[src/rtl/hilo_pkg.sv]
// Shared encodings for the HI/LO register pair and its multiply/divide engine.
package hilo_pkg;
    localparam logic [2:0] OP_MULTU = 3'b000;
    localparam logic [2:0] OP_MULT  = 3'b001;
    localparam logic [2:0] OP_DIVU  = 3'b010;
    localparam logic [2:0] OP_DIV   = 3'b011;
    localparam logic [2:0] OP_MTHI  = 3'b100;
    localparam logic [2:0] OP_MTLO  = 3'b101;

    typedef enum logic [1:0] {IDLE, MUL, DIV, FIX} state_t;
endpackage

[src/rtl/muldiv_iter_step.sv]
// One iteration of the unsigned engine: MSB-first shift-add multiply or restoring divide.
module muldiv_iter_step #(
    parameter int WIDTH = 32
) (
    input  logic                 is_div,
    input  logic [2*WIDTH-1:0]   acc,
    input  logic [WIDTH-1:0]     opa,
    input  logic [WIDTH-1:0]     opb,
    output logic [2*WIDTH-1:0]   acc_nxt,
    output logic [WIDTH-1:0]     opa_nxt
);
    logic [WIDTH:0]   r_shift;
    logic [WIDTH+1:0] diff;

    // Divide keeps its WIDTH+1 bit partial remainder in the low bits of acc.
    assign r_shift = {acc[WIDTH-1:0], opa[WIDTH-1]};
    assign diff    = {1'b0, r_shift} - {2'b00, opb};

    always_comb begin
        acc_nxt = acc << 1;
        opa_nxt = opa << 1;
        if (is_div) begin
            if (diff[WIDTH+1]) begin
                acc_nxt = {{(WIDTH-1){1'b0}}, r_shift};
                opa_nxt = {opa[WIDTH-2:0], 1'b0};
            end else begin
                acc_nxt = {{(WIDTH-1){1'b0}}, diff[WIDTH:0]};
                opa_nxt = {opa[WIDTH-2:0], 1'b1};
            end
        end else if (opa[WIDTH-1]) begin
            acc_nxt = (acc << 1) + {{WIDTH{1'b0}}, opb};
        end
    end
endmodule

[src/rtl/hilo_muldiv_unit.sv]
// HI/LO register pair with single-cycle MTHI/MTLO and an iterative mul/div engine
// that works on magnitudes and applies signs in a final FIX cycle.
module hilo_muldiv_unit
    import hilo_pkg::*;
#(
    parameter int WIDTH = 32
) (
    input  logic             clk,
    input  logic             reset,
    input  logic             start,
    input  logic [2:0]       op,
    input  logic [WIDTH-1:0] src_a,
    input  logic [WIDTH-1:0] src_b,
    output logic             ready,
    output logic             busy,
    output logic             done,
    output logic [WIDTH-1:0] hi,
    output logic [WIDTH-1:0] lo
);
    localparam int CW = $clog2(WIDTH + 1);

    state_t             state, state_nxt;
    logic [CW-1:0]      cnt;
    logic [2*WIDTH-1:0] acc, acc_nxt, prod_fix;
    logic [WIDTH-1:0]   opa, opb, opa_nxt;
    logic [WIDTH-1:0]   abs_a, abs_b, quo_fix, rem_fix;
    logic               is_div_q, neg_res, neg_rem, div_zero;
    logic               accept, op_mul, op_div, a_neg, b_neg;

    assign accept = start && (state == IDLE);
    assign op_mul = (op == OP_MULTU) || (op == OP_MULT);
    assign op_div = (op == OP_DIVU) || (op == OP_DIV);
    assign a_neg  = op[0] && src_a[WIDTH-1];
    assign b_neg  = op[0] && src_b[WIDTH-1];
    // Magnitude of MIN stays as the unsigned pattern 100..0, which is exactly right.
    assign abs_a  = a_neg ? -src_a : src_a;
    assign abs_b  = b_neg ? -src_b : src_b;

    assign ready = (state == IDLE);
    assign busy  = (state != IDLE);

    assign prod_fix = neg_res ? -acc : acc;
    assign quo_fix  = neg_res ? -opa : opa;
    assign rem_fix  = neg_rem ? -acc[WIDTH-1:0] : acc[WIDTH-1:0];

    muldiv_iter_step #(.WIDTH(WIDTH)) u_step (
        .is_div  (state == DIV),
        .acc     (acc),
        .opa     (opa),
        .opb     (opb),
        .acc_nxt (acc_nxt),
        .opa_nxt (opa_nxt)
    );

    always_ff @(posedge clk or posedge reset) begin
        if (reset) state <= IDLE;
        else       state <= state_nxt;
    end

    always_comb begin
        state_nxt = state;
        unique case (state)
            IDLE: begin
                if (accept && op_mul)      state_nxt = MUL;
                else if (accept && op_div) state_nxt = DIV;
            end
            MUL, DIV: if (cnt == CW'(1)) state_nxt = FIX;
            FIX:      state_nxt = IDLE;
            default:  state_nxt = IDLE;
        endcase
    end

    always_ff @(posedge clk or posedge reset) begin
        if (reset) begin
            hi       <= '0;
            lo       <= '0;
            done     <= 1'b0;
            cnt      <= '0;
            acc      <= '0;
            opa      <= '0;
            opb      <= '0;
            is_div_q <= 1'b0;
            neg_res  <= 1'b0;
            neg_rem  <= 1'b0;
            div_zero <= 1'b0;
        end else begin
            done <= 1'b0;
            unique case (state)
                IDLE: begin
                    if (accept && op == OP_MTHI) hi <= src_a;
                    if (accept && op == OP_MTLO) lo <= src_a;
                    if (accept && (op_mul || op_div)) begin
                        acc      <= '0;
                        opa      <= abs_a;
                        opb      <= abs_b;
                        cnt      <= CW'(WIDTH);
                        is_div_q <= op_div;
                        neg_res  <= a_neg ^ b_neg;
                        neg_rem  <= a_neg;
                        div_zero <= (src_b == '0);
                    end
                end
                MUL, DIV: begin
                    acc <= acc_nxt;
                    opa <= opa_nxt;
                    cnt <= cnt - CW'(1);
                end
                FIX: begin
                    // Divide by zero: the remainder path already yields src_a; only lo needs forcing.
                    if (is_div_q) begin
                        hi <= rem_fix;
                        lo <= div_zero ? '1 : quo_fix;
                    end else begin
                        {hi, lo} <= prod_fix;
                    end
                    done <= 1'b1;
                end
                default: ;
            endcase
        end
    end
endmodule

[config.mk]
export PLATFORM = sky130hd
export DESIGN_NAME = hilo_muldiv_unit
export DESIGN_NICKNAME = d
export VERILOG_FILES = /design/src/rtl/hilo_pkg.sv /design/src/rtl/muldiv_iter_step.sv /design/src/rtl/hilo_muldiv_unit.sv
export SDC_FILE = /design/constraint.sdc
export NUM_CORES = 1
export LEC_CHECK = 0
export BUFFER_PORTS_ARGS = -buffer_cell sky130_fd_sc_hd__buf_2
export CAP_MARGIN = 40
export CORE_MARGIN = 2
export CORE_UTILIZATION = 40
export DETAILED_ROUTE_END_ITERATION = 8
export PLACE_DENSITY_LB_ADDON = 0.15
export SYNTH_ARGS = -nofsm -noshare
export SYNTH_HDL_FRONTEND = slang
export SYNTH_SLANG_ARGS = --single-unit
[constraint.sdc]
create_clock -name clk -period 7.25 [get_ports clk]
set_input_delay 1.45 -clock clk [delete_from_list [all_inputs] [get_ports clk]]
set_output_delay 1.45 -clock clk [all_outputs]
set_load 0.01 [all_outputs]
---- Word level (Yosys, flattened, before mapping) ----
Cells that the tools add are included.
cells by class
  add/sub/neg operators ................... 8
  equality and inequality tests ........... 14
  muxes and demuxes ....................... 28
  bitwise logic cells ..................... 1
  reduce and logical (&&, ||, !) cells .... 23
operators with widths
  operator                                           count
  two-way mux 32 bit                                 10
  two-way mux 64 bit                                 4
  case mux 32 bit (2 select lines)                   3
  negator 32 bit                                     4
  case mux 64 bit (2 select lines)                   1
  adder 64 x 32 -> 64 bit                            1
  negator 64 bit                                     1
  subtractor 33 x 32 -> 34 bit                       1
  two-way mux 33 bit                                 1
  logical NOT 32 bit                                 1
  case mux 6 bit (2 select lines)                    1
  AND reduction 2 bit                                5
  logical AND 1 bit                                  8
  == test 3 x 2 -> 1 bit (second input constant)     2
  == test 3 bit (second input constant)              2
  == test 6 x 1 -> 1 bit (second input constant)     1
  two-way mux 2 bit                                  3
  two-way mux 6 bit                                  1
  != test 2 x 1 -> 1 bit (second input constant)     3
  case mux 2 bit (3 select lines)                    1
  nonzero test 2 bit                                 3
  subtractor 6 x 1 -> 6 bit (second input constant)  1
  == test 2 bit (second input constant)              2
  == test 3 x 1 -> 1 bit (second input constant)     1
  other kinds (9)                                    13
word-level totals
  flip-flop bits (word level) ............. 205
  output and inout bits ................... 67

---- Longest topological paths before layout ----
Gate-level depths: netlist of run 1.
  word-level depth ........................ 6
  gate-level depth with buffers ........... 15

---- Modules after synthesis ----
Synthesis of run 1 repeated with hierarchy kept, for this count alone.
unflattened totals
  cells, all modules ...................... 2461
  area, all modules ....................... 19014.5 sq um
by module, submodules not included
  module            times used  cells an instance  area each (sq um)
  hilo_muldiv_unit  1           1543               13027.5
  muldiv_iter_step  1           918                5987.0

---- Least setup slack after synthesis of run 1 ----
OpenSTA, ideal clock, no wires.
  path kind ............................... input port to flip-flop
  start ................................... input port src_b[4]
  end ..................................... register opb[28]
  library setup time ...................... 129 ps
  arrival ................................. 4149 ps
  data required time ...................... 7121 ps
  setup slack ............................. 2972 ps
  stages on the path ...................... 11
  path buffers ............................ 0
  path through ............................ or3_1 nor2_1 nand2_1 nor3_1 nand2_1 or4_1 or3_1 or4_1 o31ai_1 xor2_1 o21ai_1
between the ends
  word-level cells in the longest chain between the ends .. 2
RTL lines
  item                  RTL line                text
  start, declared       hilo_muldiv_unit.sv:13  input logic [WIDTH-1:0] src_b,
  negator 32 bit        hilo_muldiv_unit.sv:37  assign abs_b = b_neg ? -src_b : src_b;
  two-way mux 32 bit    hilo_muldiv_unit.sv:37
  end signal, assigned  hilo_muldiv_unit.sv:95  opb <= abs_b;
  end, declared         hilo_muldiv_unit.sv:25  logic [WIDTH-1:0] opa, opb, opa_nxt;
Every way passes these cells.
A chain may end at the register's enable or synchronous reset.

---- Worst setup path in the final report of run 1 ----
  start ................................... register acc[7]
  end ..................................... register acc[27]
between the ends
  word-level cells in the longest chain between the ends .. 4
  elaborated cells on any way between the ends .. 6
  classes of those cells .................. add/sub (2); mux (4)
RTL lines
  item                                                                            RTL line                                        text
  start, declared                                                                 hilo_muldiv_unit.sv:24                          logic [2*WIDTH-1:0] acc, acc_nxt, prod_fix;
  start signal, assigned                                                          hilo_muldiv_unit.sv:104                         acc <= acc_nxt;
  adder 64 x 32 -> 64 bit / subtractor 33 x 32 -> 34 bit (equally long branches)  muldiv_iter_step.sv:31, muldiv_iter_step.sv:17
  two-way mux 64 bit / two-way mux 33 bit (equally long branches)                 muldiv_iter_step.sv:30, muldiv_iter_step.sv:23
  two-way mux 64 bit *                                                            muldiv_iter_step.sv:22                          if (is_div) begin
  case mux 64 bit (2 select lines) *                                              hilo_muldiv_unit.sv:88                          unique case (state)
Every way passes the cells marked *; elsewhere a longest branch is shown, timed or not.

==> flow_summary.json, run 1 <==
{
  "r2r_setup_slack_ns": 2.60,
  "clock-sinks": 205,
  "power_density_nw_per_um2": 504,
  "clk_pin_slew_ns": 0.06,
  "core_area_um2": 42100,
  "startpoint_type": "register",
  "ys_seq_elements": 205,
  "topRoutingLayerUsed": "met4",
  "tightest_slew_ns": 0.858,
  "fillCellCount": 4317,
  "rsz0062_at_grt": "no",
  "synth_top_area_share": 0.300,
  "grt_antenna_before_repair": 1,
  "num_vias": 16500,
  "n_antenna_cell": 0,
  "hold_viol": 0,
  "clock_latency_ns": 0.58,
  "syn_area_um2": 17100,
  "cts_tree": "built",
  "vias_per_cell": 5.94,
  "setup_viol": 0,
  "die_width_um": 211,
  "yosysTopAreaCell": "dfrtp_1",
  "clock_skew_ns": 0.0308,
  "wl_met2_um": 27400,
  "multi_input_area_um2": 11000,
  "drive_gt1_frac": 0.116,
  "dieArea_um2": 44500,
  "htreeDepth": 1,
  "yosysUniqueCellTypes": 77,
  "critical_path_class": "register to register",
  "r2r-end": "acc[27]$_DFFE_PP0P_",
  "postRouteAntennaNets": 0,
  "place.port_buffers": 136,
  "syn_to_final_growth_pct": 11.0,
  "fin_crit_ns": 4.65,
  "syn_nets": 2349,
  "fmax_mhz": 215,
  "met1_length_um": 26800,
  "hold_ws_ns": 0.461,
  "slew_headroom": 0.413,
  "final_common_cell": "nand2_1",
  "crit_fanout": 25,
  "synth-edff-count": 0,
  "grt_pass1_vias": 15400,
  "gr-total-overflow": 0,
  "synthFlopType": "dfrtp_1",
  "grt_pass1_wl_um": 92900,
  "globalplace.congestion": 0.922,
  "grt.total_usage": 0.267,
  "cts_setup_buffers": 0,
  "min_path_cells": 2,
  "drv_cap": 0,
  "cts_hold_buf": 0,
  "timing.final.crit_share": 0.641,
  "p_leak_nw": 7.91,
  "yosys_warnings": 0,
  "wl_met3_um": 3320,
  "seq_area_um2": 5130,
  "drtPass1Iterations": 6,
  "drt_iter0_drc": 1613,
  "tns_ns": 0,
  "status": "complete, no violations",
  "synth_area_leaders": "dfrtp_1 (30%), xor2_1 (7.3%), o21ai_0 (6.3%)",
  "cts.path.max_buffers": 3,
  "finalMaxSlewViolations": 0,
  "hold_end": "lo[15]$_DFFE_PP0P_",
  "root_buffer": "clkbuf_16",
  "grt_max_degree": 99,
  "totalWireLength_um": 59800,
  "hold_path_startpoint": "lo[15]$_DFFE_PP0P_",
  "avgRoutedWirePerCell_um": 21.5,
  "yosysSeqAreaShare": 0.300,
  "drc": 0,
  "synthCells": 2204,
  "cts_made_buffers": 26,
  "dp_hpwl_um": 45200,
  "syn_area_per_cell_um2": 7.77,
  "num-nets-final": 2367,
  "cts_resized": 0,
  "async_flop_share": 1.00,
  "crit-reg2reg-launch": "acc[7]$_DFFE_PP0P_",
  "io_pins": 137,
  "die_y_um": 211,
  "initial_core_util": 0.406,
  "hp-class": "register to register",
  "ir_drop_mv": 0.259,
  "crit_path_end_kind": "register",
  "arrival_ns": 5.08,
  "final_cell_mix": "nand2_1 (286), o21ai_0 (214), dfrtp_1 (203), nor2_1 (159)",
  "worstPathRequired_ns": 7.69,
  "rr_worst_depth": 13,
  "row_count": 75
}
cells by family after synthesis:
kind of cell | Yosys count | synth area share
buf+inv | 265 | 0.0591
mux | 19 | 0.0114
xor+xnor | 254 | 0.130
simple gates | 699 | 0.190
flops | 205 | 0.300
compound gates | 687 | 0.255
fa+ha+maj | 75 | 0.0557
layer usage:
layer	vias up	track usage
met2	585	0.432
li1	7860	-
met5	-	0
met4	0	0.0976
met3	103	0.0254
met1	7959	0.372
how the worst max path moves through the flow:
stage,from,endpoint,slack (ns),cells after the start
2_1_floorplan,reset,acc[0]$_DFFE_PP0P_,0.20,1
3_3_place_gp,src_b[4],opb[28]$_DFFE_PP0P_,2.49,12
3_5_place_dp,src_b[4],opb[28]$_DFFE_PP0P_,2.50,12
4_1_cts,acc[7]$_DFFE_PP0P_,acc[27]$_DFFE_PP0P_,2.71,13
5_1_grt,acc[1]$_DFFE_PP0P_,acc[62]$_DFFE_PP0P_,2.40,12
6_report,acc[7]$_DFFE_PP0P_,acc[27]$_DFFE_PP0P_,2.60,13
worst max-delay path, cell delays in order (launching register included):
cell and delay (ns):
dfrtp_1 0.72, ha_1 0.45, a21oi_1 0.26, o21ai_0 0.13, a31oi_1 0.27, o32a_1 0.21, nand3_1 0.19, a21oi_1 0.47
nand2_1 0.10, buf_4 0.25, nand2_1 0.49, nand2_1 0.45, o21a_1 0.29, a32o_1 0.23
flip-flops by register name (all words and copies together), names as in the netlist:
signal    count
lo           32
opa          32
cnt           6
hi           32
state         2
neg_res       1
div_zero      1
is_div_q      1
done          1
opb          32
neg_rem       1
acc          64
report_power, final:
group | internal, W | total [W] | switching [W]
Clock | 0.000809 | 0.00135 | 0.000545
Sequential | 0.00162 | 0.00225 | 0.000632
Combinational | 0.00217 | 0.00598 | 0.00381
Yosys cell counts (24+ instances only):
master    number
xor2_1       143
a31oi_1       51
ha_1          73
nand3_1       38
o22ai_1       24
dfrtp_1      205
nor3_1        30
nand2_1      286
xnor2_1      111
clkbuf_1     160
inv_1         83
a21oi_1      143
or3_1         43
o31ai_1       54
or4_1         24
o21ai_0      215
o211ai_1      33
nor2_1       160
cell type report:
type | instances | share of cell area
inverter | 86 | 0.0174
multi-input combinational | 1734 | 0.579
sequential | 205 | 0.270
clock buffer | 38 | 0.0408
timing repair buffer | 169 | 0.0522
tap | 539 | 0.0355
clock inverter | 9 | 0.00572
stage by stage:
stage	std cells	power, W	worst slack (ns)	util	area, um2
4_1_cts	2780	0.00952	2.71	0.451	19000
3_5_place_dp	2733	0.00815	2.50	0.430	18100
3_3_place_gp	2726	0.00804	2.49	0.428	18000
2_1_floorplan	2204	0.00625	0.204	-	17100
6_report	2780	0.00958	2.60	0.451	19000
5_1_grt	2780	0.0103	2.40	0.451	19000
(Power assumes the default switching activity.)
==> run 2: changes to the inputs <==
--- a/config.mk
+++ b/config.mk
@@ -5,6 +5,7 @@
 export SDC_FILE = /design/constraint.sdc
 export NUM_CORES = 1
 export LEC_CHECK = 0
+export ABC_AREA = 1
 export BUFFER_PORTS_ARGS = -buffer_cell sky130_fd_sc_hd__buf_2
 export CAP_MARGIN = 40
 export CORE_MARGIN = 2
==> constraint.sdc (replaced) <==
create_clock -name clk -period 3.94 [get_ports clk]
set_input_delay 0.788 -clock clk [delete_from_list [all_inputs] [get_ports clk]]
set_output_delay 0.788 -clock clk [all_outputs]
set_load 0.01 [all_outputs]
==> flow_summary.json, run 2 <==
{
  "rsz0062_at_grt": "no",
  "dp_hpwl_um": 72800,
  "grt.total_usage": 0.324,
  "rr_worst_depth": 13,
  "avgRoutedWirePerCell_um": 20.6,
  "tightest_slew_ns": 0.944,
  "num_vias": 24900,
  "root_buffer": "clkbuf_16",
  "synthFlopType": "dfrtp_1",
  "final_cell_mix": "nand2_1 (1091), nor2_1 (524), inv_1 (438), nand3_1 (345), a21oi_1 (234)",
  "totalWireLength_um": 92500,
  "async_flop_share": 1.00,
  "drive_gt1_frac": 0.0904,
  "synth_top_area_share": 0.235,
  "crit_fanout": 23,
  "row_count": 85,
  "r2r_setup_slack_ns": 0.86,
  "drtPass1Iterations": 7,
  "yosysTopAreaCell": "dfrtp_1",
  "ir_drop_mv": 1.55,
  "startpoint_type": "register",
  "synthCells": 3737,
  "drt_iter0_drc": 2879,
  "largest_reg_flops": 64,
  "cts_resized": 0,
  "critical_path_class": "register to register",
  "drv_cap": 0,
  "syn_area_um2": 21800,
  "syn_to_final_growth_pct": 9.17,
  "arrival_ns": 3.52,
  "final_common_cell": "nand2_1",
  "hold_viol": 0,
  "crit_start": "acc[30]$_DFFE_PP0P_",
  "crit-reg2reg-launch": "acc[30]$_DFFE_PP0P_",
  "gr-total-overflow": 0,
  "slew_headroom": 0.371,
  "finalMaxSlewViolations": 0,
  "cts_tree": "built",
  "path_buf_inv": 2,
  "yosysUniqueCellTypes": 49,
  "p_leak_nw": 12.0,
  "hp-class": "primary input to asynchronous set/reset pin",
  "n_antenna_cell": 0,
  "syn_area_per_cell_um2": 5.83,
  "clk_pin_slew_ns": 0.06,
  "power_density_nw_per_um2": 1040,
  "tns_ns": 0,
  "synth.most_common_cell": "nand2_1",
  "r2r-end": "acc[0]$_DFFE_PP0P_",
  "critPathMostFrequentCell": "nand2_1",
  "critPathTopFamily": "simple AND/OR/NAND/NOR gates",
  "regMostFlops": "acc",
  "dieArea_um2": 56400,
  "postRouteAntennaNets": 0,
  "globalplace.congestion": 1.05,
  "fillCellCount": 6012,
  "vias_per_cell": 5.55,
  "yosys-top-cells-count": "nand2_1 (1091), nor2_1 (526), inv_1 (439)",
  "io_pins": 137,
  "crit_path_end_kind": "register",
  "grt_max_degree": 103,
  "fmax_mhz": 325,
  "core_area_um2": 53800,
  "die_width_um": 237,
  "cts_hold_buf": 0,
  "slowest_delay_ns": 0.58,
  "clock_latency_ns": 0.59,
  "ys_seq_elements": 205,
  "syn_nets": 3882,
  "clock-sinks": 205,
  "grt_pass1_vias": 22700,
  "drc": 0,
  "grt_pass1_wl_um": 141000,
  "htreeDepth": 1,
  "synth_area_leaders": "dfrtp_1 (24%), nand2_1 (19%), nor2_1 (9.1%)",
  "clock_skew_ns": 0.0242,
  "initial_core_util": 0.405,
  "die_y_um": 237,
  "yosysSeqAreaShare": 0.235,
  "timing.final.crit_share": 0.782,
  "hold_ws_ns": 0.274,
  "setup_viol": 0,
  "status": "complete, no violations",
  "cts_setup_buffers": 0,
  "yosys_warnings": 0,
  "grt_antenna_before_repair": 4,
  "synth-edff-count": 0,
  "num-nets-final": 3921,
  "worstPathRequired_ns": 4.38,
  "path_cells": "ha_1 -> inv_1 -> nor3_2 -> nand2_1 -> nor2_2 -> nand2_4 -> nand2_4 -> buf_4 -> nand2_1 -> o21ai_0 -> nand2_1 -> nand2_1 -> o21ai_0",
  "fin_crit_ns": 3.08,
  "cts.path.max_buffers": 3,
  "slowest_stage": "dfrtp_1",
  "cts_made_buffers": 27,
  "place.port_buffers": 136
}
run 2: cell types whose count changed in the layout (fill, tap and decap cells not counted), sizes merged, moves of 98 or more:
cell,delta
a21oi,+98
nand2,+841
inv,+370
nand3,+315
xnor2,-105
nor2,+398
run 2: how the worst max path moves through the flow:
stage                         endpoint  slack [ns]  cells past startpoint
detailed placement  acc[0]$_DFFE_PP0P_        0.93                     13
global placement    acc[0]$_DFFE_PP0P_        0.91                     13
global route        acc[0]$_DFFE_PP0P_        0.69                     13
CTS                 acc[0]$_DFFE_PP0P_        0.93                     13
finish              acc[0]$_DFFE_PP0P_        0.86                     13
floorplan           acc[0]$_DFFE_PP0P_        0.49                      1
run 2: per-stage QoR:
stage	util	instances	total power, W	setup WS (ns)	cell area, um2
6_report	0.442	4489	0.0248	0.861	23800
5_1_grt	0.442	4489	0.0268	0.695	23800
4_1_cts	0.442	4489	0.0244	0.931	23800
3_5_place_dp	0.426	4443	0.0218	0.928	22900
3_3_place_gp	0.426	4442	0.0219	0.906	22900
2_1_floorplan	-	3737	0.0164	0.494	21800
run 2: power breakdown:
part / switching [W] / internal, W
sequential: 0.00121 / 0.00305
clock: 0.00106 / 0.00146
combinational: 0.0127 / 0.00530
total: 0.0150 / 0.00980
run 2: cell type report:
type	instances	area (um2)	share of cell area
flip-flops and latches	205	5130	0.216
well taps	696	871	0.0366
clock buffers	37	753	0.0317
clock inverters	9	110	0.00463
inverters	456	1720	0.0721
repair buffers	184	1100	0.0462
multi-input cells	2902	14100	0.593
run 2: routing by layer:
metal	vias to the layer above	GRT usage	routed length, um
met3	145	0.0453	7420
met1	11600	0.467	42100
met5	-	0	15
met2	1108	0.502	40200
li1	12100	-	-
met4	2	0.0907	2810
run 2: kinds of logic (layout without fill, tap and decap cells):
group | Yosys count | count (layout) | synth area share
AND/OR/NAND/NOR | 2189 | 2189 | 0.425
buffers and inverters | 630 | 686 | 0.120
AO/OA/AOI/OAI | 544 | 544 | 0.138
flip-flops | 205 | 205 | 0.235
XOR/XNOR | 94 | 94 | 0.0378
adder cells (fa/ha/maj) | 75 | 75 | 0.0438
==> run 3: changes to the inputs <==
--- a/config.mk
+++ b/config.mk
@@ -5,7 +5,7 @@
 export SDC_FILE = /design/constraint.sdc
 export NUM_CORES = 1
 export LEC_CHECK = 0
-export ABC_AREA = 1
+export ABC_AREA = 0
 export BUFFER_PORTS_ARGS = -buffer_cell sky130_fd_sc_hd__buf_2
 export CAP_MARGIN = 40
 export CORE_MARGIN = 2
==> constraint.sdc (replaced) <==
create_clock -name clk -period 2.49 [get_ports clk]
set_input_delay 0.498 -clock clk [delete_from_list [all_inputs] [get_ports clk]]
set_output_delay 0.498 -clock clk [all_outputs]
set_load 0.01 [all_outputs]
==> flow_summary.json, run 3 (synthesis results as in run 1) <==
{
  "status": "finished, violations left",
  "violations": "setup timing",
  "fin_crit_ns": 3.60,
  "globalplace.congestion": 0.965,
  "regMostFlops": "acc",
  "final_core_util": 0.627,
  "htreeDepth": 1,
  "die_y_um": 211,
  "dieArea_um2": 44500,
  "syn_to_final_growth_pct": 54.3,
  "tightest_slew_ns": 0.841,
  "finalMaxSlewViolations": 0,
  "timing.final.crit_share": 1.44,
  "clk_pin_slew_ns": 0.06,
  "worst-path-stages": 11,
  "grt_antenna_before_repair": 1,
  "largest_reg_flops": 64,
  "final_cell_mix": "buf_4 (526), nand2_1 (253), dfrtp_1 (196), nor2_1 (145), buf_2 (134)",
  "setup_viol": 124,
  "die_width_um": 211,
  "n_antenna_cell": 0,
  "worstPathRequired_ns": 2.99,
  "clock_latency_ns": 0.59,
  "totalWireLength_um": 70900,
  "power_density_nw_per_um2": 1480,
  "drt_iter0_drc": 1450,
  "cts_tree": "built",
  "rsz0062_at_grt": "yes",
  "startpoint_type": "register",
  "grt_pass1_vias": 18900,
  "tns_ns": -86.86,
  "clock-sinks": 205,
  "io_pins": 137,
  "crit_fanout": 4,
  "fmax_mhz": 278,
  "critPathTopFamily": "simple AND/OR/NAND/NOR gates",
  "row_count": 75,
  "hp-class": "primary input to asynchronous set/reset pin",
  "final_common_cell": "buf_4",
  "post-place-ws_ns": -1.15,
  "drtPass1Iterations": 6,
  "cts.path.max_buffers": 3,
  "r2r-end": "hi[10]$_DFFE_PP0P_",
  "postRouteAntennaNets": 0,
  "arrival_ns": 4.10,
  "path_buf_inv": 1,
  "clock_skew_ns": 0.0148,
  "ir_drop_mv": 0.863,
  "initial_core_util": 0.406,
  "num-nets-final": 2965,
  "critical_path_class": "register to register",
  "grt_pass1_wl_um": 108000,
  "crit-reg2reg-launch": "acc[1]$_DFFE_PP0P_",
  "rr_worst_depth": 11,
  "path_cells": "inv_2 -> ha_4 -> or3b_4 -> or4_4 -> or4_4 -> or3_4 -> or3_4 -> o21ai_0 -> xnor2_1 -> o211ai_1 -> a31oi_1",
  "avgRoutedWirePerCell_um": 21.0,
  "crit_path_end_kind": "register",
  "hold_ws_ns": 0.0755,
  "crit_path_end": "hi[10]$_DFFE_PP0P_",
  "hold_viol": 0,
  "slowest_delay_ns": 0.53,
  "crit_start": "acc[1]$_DFFE_PP0P_",
  "slew_headroom": 0.438,
  "cts_made_buffers": 28,
  "drc": 0,
  "num_vias": 19300,
  "dp_hpwl_um": 53300,
  "timing.final.ws_setup_ns": -1.11,
  "gr-total-overflow": 0,
  "grt.total_usage": 0.313,
  "grt_max_degree": 79,
  "drv_cap": 0,
  "slowest_stage": "or4_4",
  "p_leak_nw": 11.6,
  "drive_gt1_frac": 0.418,
  "cts_hold_buf": 0,
  "vias_per_cell": 5.71,
  "core_area_um2": 42100,
  "place.port_buffers": 136,
  "r2r_setup_slack_ns": -1.11,
  "root_buffer": "clkbuf_16"
}
run 3: metrics by stage:
| stage | power, W | instance area, um2 | cells |
|---|---|---|---|
| global placement | 0.0293 | 22700 | 3225 |
| global route | 0.0413 | 26400 | 3377 |
| detailed placement | 0.0296 | 22700 | 3225 |
| finish | 0.0390 | 26400 | 3377 |
| floorplan | 0.0197 | 18100 | 2204 |
| CTS | 0.0365 | 25400 | 3348 |
run 3: how the worst min path moves through the flow:
stage,endpoint,startpoint,slack (ns)
global placement,lo[19]$_DFFE_PP0P_,lo[19]$_DFFE_PP0P_,0.45
CTS,opa[30]$_DFFE_PP0P_,reset,0.07
floorplan,opb[11]$_DFFE_PP0P_,opb[11]$_DFFE_PP0P_,0.48
detailed placement,lo[26]$_DFFE_PP0P_,lo[26]$_DFFE_PP0P_,0.45
global route,opa[30]$_DFFE_PP0P_,reset,0.11
finish,lo[23]$_DFFE_PP0P_,reset,0.08
run 3: worst reg2reg max path, stage by stage (launching register included):
cell and delay [ns]:
dfrtp_2 0.46, inv_2 0.10, ha_4 0.13, or3b_4 0.38
or4_4 0.53, or4_4 0.48, or3_4 0.42, or3_4 0.35
o21ai_0 0.20, xnor2_1 0.17, o211ai_1 0.11, a31oi_1 0.19
run 3: timing repair:
item,in CTS,in global routing
cloned,3,0
hold endpoints to repair,0,0
setup endpoints to repair,125,133
buffers inserted,80,51
resized for setup,284,157
pin swaps,198,193
run 3: cell type report:
class | count | area, um2
repair buffers | 763 | 5960
clock buffers | 45 | 855
fillers | 3683 | 15700
multi-input cells | 1736 | 13400
flip-flops and latches | 205 | 5140
clock inverters | 3 | 30.0
well taps | 539 | 674
inverters | 86 | 329
run 3: layer usage:
layer	GRT usage	up-vias	part of all wire
met5	0	-	0.00018
met4	0.149	2	0.055
met3	0.0348	197	0.054
met2	0.519	726	0.47
met1	0.408	9293	0.42
li1	-	9063	-
run 3: power breakdown:
group | total, W | internal [W] | switching [W]
sequential | 0.00599 | 0.00472 | 0.00126
clock | 0.00395 | 0.00232 | 0.00163
combinational | 0.0291 | 0.0134 | 0.0157
total | 0.0390 | 0.0204 | 0.0186
